--- src/rtl/mips_arb_pkg.sv ---
// Shared types and default widths for the MIPS shared-memory arbiter.
// Latency: n/a (declarations only).
// Backpressure: n/a.
package mips_arb_pkg;

  localparam int ARB_ADDR_W = 32;
  localparam int ARB_DATA_W = 32;
  localparam int ARB_CNT_W  = 32;

  typedef enum logic [2:0] {
    IDLE,
    FETCH,
    DECODE,
    DATA,
    COMMIT
  } arb_state_t;

endpackage

--- src/rtl/mips_arb_stats.sv ---
// Saturating stall and retired-instruction counters for the arbiter.
// Latency: counts appear one cycle after the increment strobe.
// Backpressure: none; counters stick at all-ones instead of wrapping.
module mips_arb_stats import mips_arb_pkg::*; #(
  parameter int CNT_W = ARB_CNT_W
) (
  input  logic             clk,
  input  logic             rst_n,
  input  logic             inc_stall,
  input  logic             inc_retire,
  output logic [CNT_W-1:0] stall_cycles,
  output logic [CNT_W-1:0] instr_retired
);

  // Count strobes, holding at the maximum value once reached.
  always_ff @(posedge clk or negedge rst_n) begin
    if (!rst_n) begin
      stall_cycles  <= '0;
      instr_retired <= '0;
    end else begin
      if (inc_stall && (stall_cycles != '1))
        stall_cycles <= stall_cycles + 1'b1;
      if (inc_retire && (instr_retired != '1))
        instr_retired <= instr_retired + 1'b1;
    end
  end

endmodule

--- src/rtl/mips_mem_arbiter.sv ---
// Sequences fetch, optional data access and a commit strobe for a Harvard MIPS core over one shared memory port.
// Latency: 3 cycles per ALU instruction, 4 per load/store, +1 per waitrequest cycle; IDLE->FETCH 1 cycle.
// Backpressure: mem_waitrequest holds the request stable and stretches FETCH/DATA. Stats counters under MEM_ARB_STATS_EN.
module mips_mem_arbiter import mips_arb_pkg::*; #(
  parameter int ADDR_W = ARB_ADDR_W,
  parameter int DATA_W = ARB_DATA_W,
  parameter int CNT_W  = ARB_CNT_W
) (
  input  logic              clk,
  input  logic              reset,
  input  logic              cpu_active,
  input  logic [ADDR_W-1:0] instr_address,
  output logic [DATA_W-1:0] instr_readdata,
  input  logic [ADDR_W-1:0] data_address,
  input  logic              data_read,
  input  logic              data_write,
  input  logic [DATA_W-1:0] data_writedata,
  output logic [DATA_W-1:0] data_readdata,
  output logic              clk_enable,
  output logic [ADDR_W-1:0] mem_address,
  output logic              mem_read,
  output logic              mem_write,
  output logic [DATA_W-1:0] mem_writedata,
  input  logic [DATA_W-1:0] mem_readdata,
  input  logic              mem_waitrequest,
  output logic [CNT_W-1:0]  stall_cycles,
  output logic [CNT_W-1:0]  instr_retired
);

  arb_state_t state, state_nxt;
  // Access kind captured in DECODE; a store takes priority over a load.
  logic       op_wr;

  // State register and DECODE-time capture of the access kind.
  always_ff @(posedge clk or negedge reset) begin
    if (!reset) begin
      state <= IDLE;
      op_wr <= 1'b0;
    end else begin
      state <= state_nxt;
      if (state == DECODE)
        op_wr <= data_write;
    end
  end

  // Capture instruction and load data on the cycle memory accepts the request.
  always_ff @(posedge clk or negedge reset) begin
    if (!reset) begin
      instr_readdata <= '0;
      data_readdata  <= '0;
    end else begin
      if ((state == FETCH) && !mem_waitrequest)
        instr_readdata <= mem_readdata;
      if ((state == DATA) && !mem_waitrequest && !op_wr)
        data_readdata <= mem_readdata;
    end
  end

  // Next-state and memory/commit outputs; the core is frozen until clk_enable,
  // so its address/data inputs stay stable while a request waits.
  always_comb begin
    state_nxt     = state;
    clk_enable    = 1'b0;
    mem_read      = 1'b0;
    mem_write     = 1'b0;
    mem_address   = '0;
    mem_writedata = '0;
    case (state)
      IDLE: begin
        if (cpu_active)
          state_nxt = FETCH;
      end
      FETCH: begin
        mem_read    = 1'b1;
        mem_address = instr_address;
        if (!mem_waitrequest)
          state_nxt = DECODE;
      end
      DECODE: begin
        state_nxt = (data_read || data_write) ? DATA : COMMIT;
      end
      DATA: begin
        mem_address = data_address;
        if (op_wr) begin
          mem_write     = 1'b1;
          mem_writedata = data_writedata;
        end else begin
          mem_read = 1'b1;
        end
        if (!mem_waitrequest)
          state_nxt = COMMIT;
      end
      COMMIT: begin
        clk_enable = 1'b1;
        state_nxt  = cpu_active ? FETCH : IDLE;
      end
      default: state_nxt = IDLE;
    endcase
  end

`ifdef MEM_ARB_STATS_EN
  logic inc_stall;
  logic inc_retire;

  assign inc_stall  = (state != IDLE) && !clk_enable;
  assign inc_retire = clk_enable;

  mips_arb_stats #(.CNT_W(CNT_W)) u_stats (
    .clk           (clk),
    .rst_n         (reset),
    .inc_stall     (inc_stall),
    .inc_retire    (inc_retire),
    .stall_cycles  (stall_cycles),
    .instr_retired (instr_retired)
  );
`else
  assign stall_cycles  = '0;
  assign instr_retired = '0;
`endif

endmodule

--- config.mk ---
export PLATFORM = sky130hd
export DESIGN_NAME = mips_mem_arbiter
export DESIGN_NICKNAME = d
export VERILOG_FILES = /design/src/rtl/mips_arb_pkg.sv /design/src/rtl/mips_arb_stats.sv /design/src/rtl/mips_mem_arbiter.sv
export SDC_FILE = /design/constraint.sdc
export NUM_CORES = 1
export LEC_CHECK = 0
export BUFFER_PORTS_ARGS = -buffer_cell sky130_fd_sc_hd__buf_2
export CAP_MARGIN = 40
export CORE_AREA = 2 2 127 129
export DETAILED_ROUTE_END_ITERATION = 7
export DIE_AREA = 0 0 129 131
export PLACE_DENSITY = 0.53
export SLEW_MARGIN = 20
export SYNTH_ARGS = -nofsm -noshare
export SYNTH_HDL_FRONTEND = slang
export SYNTH_SLANG_ARGS = --single-unit
--- constraint.sdc ---
create_clock -name clk -period 5.1 [get_ports clk]
set_input_delay 0.51 -clock clk [delete_from_list [all_inputs] [get_ports clk]]
set_output_delay 0.51 -clock clk [all_outputs]
set_load 0.05 [all_outputs]
Yosys cells after proc, flatten, opt, wreduce, memory -nomap -nowiden
Cells that the tools add are included.
{"block": "classes", "reduce_logical": 8, "n_eq_ne": 7, "mux": 14}
{"op": "$mux 32", "count": 2}
{"op": "$pmux 32 s2", "count": 1}
{"op": "$pmux 3 s5", "count": 1}
{"op": "$mux 3", "count": 4}
{"op": "$eq 3x2->1 const B", "count": 2}
{"op": "$ne 2x2->1 const B", "count": 3}
{"op": "$mux 1", "count": 5}
{"op": "$eq 3x1->1 const B", "count": 1}
{"op": "$eq 3x3->1 const B", "count": 1}
{"op": "$logic_and 1x1->1", "count": 3}
{"op": "$logic_not 3->1", "count": 1}
{"op": "$reduce_and 3->1", "count": 1}
{"op": "$logic_not 1->1", "count": 2}
{"op": "$pmux 1 s2", "count": 1}
{"op": "$logic_or 1x1->1", "count": 1}
{"block": "word_totals", "output_inout_bits": 195, "word_cells": 33, "inputBits": 134, "reg_bits": 68}

Logic depth before layout (Yosys ltp)
{"block": "logic_depth", "ltp_word": 3, "depth_mapped": 6, "depth_no_buf": 3}

Least setup slack after synthesis
Ideal clock, no wire load.
{"block": "synth_timing", "kind": "register to output", "start": "reg state[1]", "end": "out mem_read", "t_arrival_ps": 1659, "n_path_buf": 1, "setup_slack_ps": 2931, "path_stages_with_launch": 3, "required_time_ps": 4590, "path_cell_list": "dfrtp_1 clkbuf_2 a211oi_1"}
{"block": "synth_between", "elab_chain_cells": 2, "elab_cells_between_ends": 3, "cone_classes": "eq/ne: 2; mux: 1"}
{"element": "from (decl)", "line": "mips_mem_arbiter.sv:30", "text": "arb_state_t state, state_nxt;"}
{"element": "from (signal assigned)", "line": "mips_mem_arbiter.sv:40", "text": "state <= state_nxt;"}
{"element": "$eq 3x2->1 / $eq 3x1->1 (equally long branches)", "line": "mips_mem_arbiter.sv:68", "text": "case (state)"}
{"element": "$pmux 1 s2 (*)", "line": "mips_mem_arbiter.sv:68"}
{"element": "to (decl)", "line": "mips_mem_arbiter.sv:21", "text": "output logic mem_read,"}
Mark *: on every way between the ends. The rest lies on a longest branch, timed or not.

Final worst setup path
{"block": "layout_timing", "start": "reg state[1]", "end": "out mem_writedata[22]"}
{"block": "layout_between", "elab_chain_cells": 2}
{"element": "$eq 3x2->1", "line": "mips_mem_arbiter.sv:68"}
{"element": "$mux 32", "line": "mips_mem_arbiter.sv:68"}
{"element": "to (decl)", "line": "mips_mem_arbiter.sv:23", "text": "output logic [DATA_W-1:0] mem_writedata,"}
No other way between the ends.

==> impl_metrics.toml <==
[logic_synthesis]
synth_async_sr_flop_share = 1.00
synth_edf_count = 0
synth.area.mux_share = 0.201
syn_inst = 306
synthFlopType = "dfrtp_1"
synth_compound_area_frac = 0.0864
synth_adder_area_share = 0
ys_types = 25
ys_top_cells_by_area = "dfrtp_1 47%, buf_4 13%, mux2_2 11%, mux2_1 9.3%, a22o_1 7.7%"
synth-seq-cells = 68
yosys_warnings = 0
synth_xor_area_frac = 0.00240
synthDominantCellAreaShare = 0.466
syn_area_um2 = 3650
ys_seq_area_frac = 0.466
synth_area_per_cell_um2 = 11.9
synth_area_leader_cell = "dfrtp_1"
synth_top_family_by_area = "multiplexers"
synth-simple-area-share = 0.0792

[cts]
holdBufCountCts = 0
max-clock-path-buffers = 2
clkTransAtPathRegs_ns = 0.06
cts_sinks = 68
root_buffer = "clkbuf_16"
cts_buffers = 9
insertion_delay_ns = 0.33
htreeDepth = 3
cts_tree = "done"
cts_resized = 0
post_cts_buffers = 0

[floorplan]
dieHeight_um = 131
design.core.area_um2 = 15600
die-area_um2 = 16900
start_util = 0.234
num_rows = 46
die_width_um = 129
pin_count = 329

[critical_path]
critPathLaunchType = "flop"
critPathKind = "reg -> out"
endpoint_kind = "output pin"
path_max_fanout = 40
arrival_ns = 2.09
cp_data_required_time_ns = 4.59
ff2ff_path_depth = 5

[global_route]
antenna_found_initial = 1
grt_use_total = 0.126
grt_pass1_wl_um = 16200
grt_pass1_vias = 2950
grt_max_degree = 69
grt-ovfl-total = 0

[cells_and_area]
design_area_um2 = 5320
stdcell_count = 786
diodes = 0
nets = 699
drive_above_1_share = 0.568
syn_to_final_growth_pct = 45.7

[placement]
dp_cells = 769
gp_congestion = 0.828
hpwl_um = 9550
port_buffers = 264
placed_area_um2 = 4970

[timing]
clock_skew_ns = 0.00935
fmax_ghz = 0.385
grt_setup_unrepaired = "false"
slew_viol_final = 0
fin_crit_ns = 2.60
setup_viol = 0
hold_ws_ns = 0.203
relSlewSlack = 0.462
fin_crit_sh = 0.510
hold_viol = 0
worst_pin_slew_ns = 0.807
tns_ns = 0

[drt]
drc = 0
viasPerCell = 4.04
ant_nets = 0
drtIter0Drc = 95
drt_wl_total_um = 11700
wl_per_cell_um = 14.9
vias = 3175
drt_first_pass_iters = 4

[pwr]
power.leakage_nw = 3.03
pwr_density_cell_nw_per_um2 = 809
power_mw = 4.30
peakVddDrop_uv = 372

[outcome]
status = "finished, final reports clean"

[flow_run]
drv_cap = 0

[min_path]
hp-class = "in -> async"
-- cells by family after synthesis --
logic type	Yosys count
other	1
xor gates and xnor gates	1
muxes	65
and+or+nand+nor	47
DFF	68
buffers and inverters	87
AOI/OAI and AO/OA	37
-- layout make-up --
| cell class | count | area, µm² |
|---|---|---|
| clock inverter | 6 | 86.3 |
| timing repair buffer | 270 | 1410 |
| multi-input combinational | 214 | 1600 |
| clock buffer | 10 | 239 |
| inverter | 2 | 7.51 |
| tap | 216 | 270 |
| sequential | 68 | 1700 |
| fill | 1603 | 10300 |
-- metrics by stage --
| step | worst slack, ns | utilization |
|---|---|---|
| 2_1_floorplan | 2.93 | - |
| 3_3_place_gp | 2.58 | 0.316 |
| 3_5_place_dp | 2.75 | 0.319 |
| 4_1_cts | 2.50 | 0.340 |
| 5_1_grt | 2.38 | 0.341 |
| 6_report | 2.50 | 0.341 |
-- placed cells by master, fill, tap and decap left out --
cell / instances
a21oi_1: 1
conb_1: 64
and3_1: 33
xnor2_1: 1
buf_2: 264
nor2b_4: 1
nor2_1: 5
a211oi_1: 1
nor3b_4: 1
mux2_2: 35
and2_1: 1
nand2b_1: 2
nand2_1: 1
clkbuf_16: 9
nor2b_1: 1
clkbuf_8: 1
a22o_1: 32
buf_4: 3
a2bb2oi_1: 2
buf_16: 1
clkinv_2: 2
inv_6: 1
o21ai_0: 1
clkinvlp_4: 1
nand3b_1: 1
mux2_1: 30
dfrtp_1: 68
bufinv_16: 2
inv_1: 2
buf_12: 2
and3b_2: 1
-- state kept, by name (all words and copies together) (netlist names) --
register	flops
instr_readdata	32
data_readdata	32
state	3
op_wr	1
-- Yosys cell counts, types with 2 or more instances --
cell type	n
buf_6	3
nand2b_1	2
mux2_1	30
nor2_1	5
clkbuf_1	12
inv_1	2
buf_2	4
nor2b_1	2
buf_4	65
and3_1	33
mux2_2	35
a2bb2oi_1	2
dfrtp_1	68
a22o_1	32
-- per-layer routing --
| metal | part of all wire | routed length (µm) | track usage | vias up |
|---|---|---|---|---|
| met1 | 0.40 | 4640 | 0.150 | 1497 |
| met5 | 0.0014 | 16 | 0 | - |
| met4 | 0.012 | 136 | 0.0409 | 2 |
| met2 | 0.51 | 5940 | 0.214 | 182 |
| li1 | - | - | - | 1481 |
| met3 | 0.086 | 1010 | 0.0444 | 13 |
-- report_power, final --
part / internal [mW] / total (mW) / switching [mW]
clock: 0.441 / 0.676 / 0.235
sequential: 0.807 / 0.973 / 0.166
combinational: 0.661 / 2.65 / 1.99
total: 1.91 / 4.30 / 2.39
-- critical path: stages (launching register included) --
cell     delay, ns
dfrtp_1       0.49
and3b_2       0.53
buf_12        0.26
and3_1        0.20
buf_2         0.28
-- final timing paths --
kind	slack, ns	start	to
setup / recovery	2.50	state[1]$_DFFE_PN0P_	mem_writedata[22]
hold / removal	0.20	reset	data_readdata[19]$_DFFE_PN0P_
setup reg to reg	2.79	state[0]$_DFFE_PN0P_	instr_readdata[11]$_DFFE_PN0P_
hold reg to reg	0.48	instr_readdata[17]$_DFFE_PN0P_	instr_readdata[17]$_DFFE_PN0P_
max in group asynchronous	4.36	reset	instr_readdata[24]$_DFFE_PN0P_
min in group clk	0.41	mem_readdata[3]	instr_readdata[3]$_DFFE_PN0P_
(Power assumes the default switching activity.)
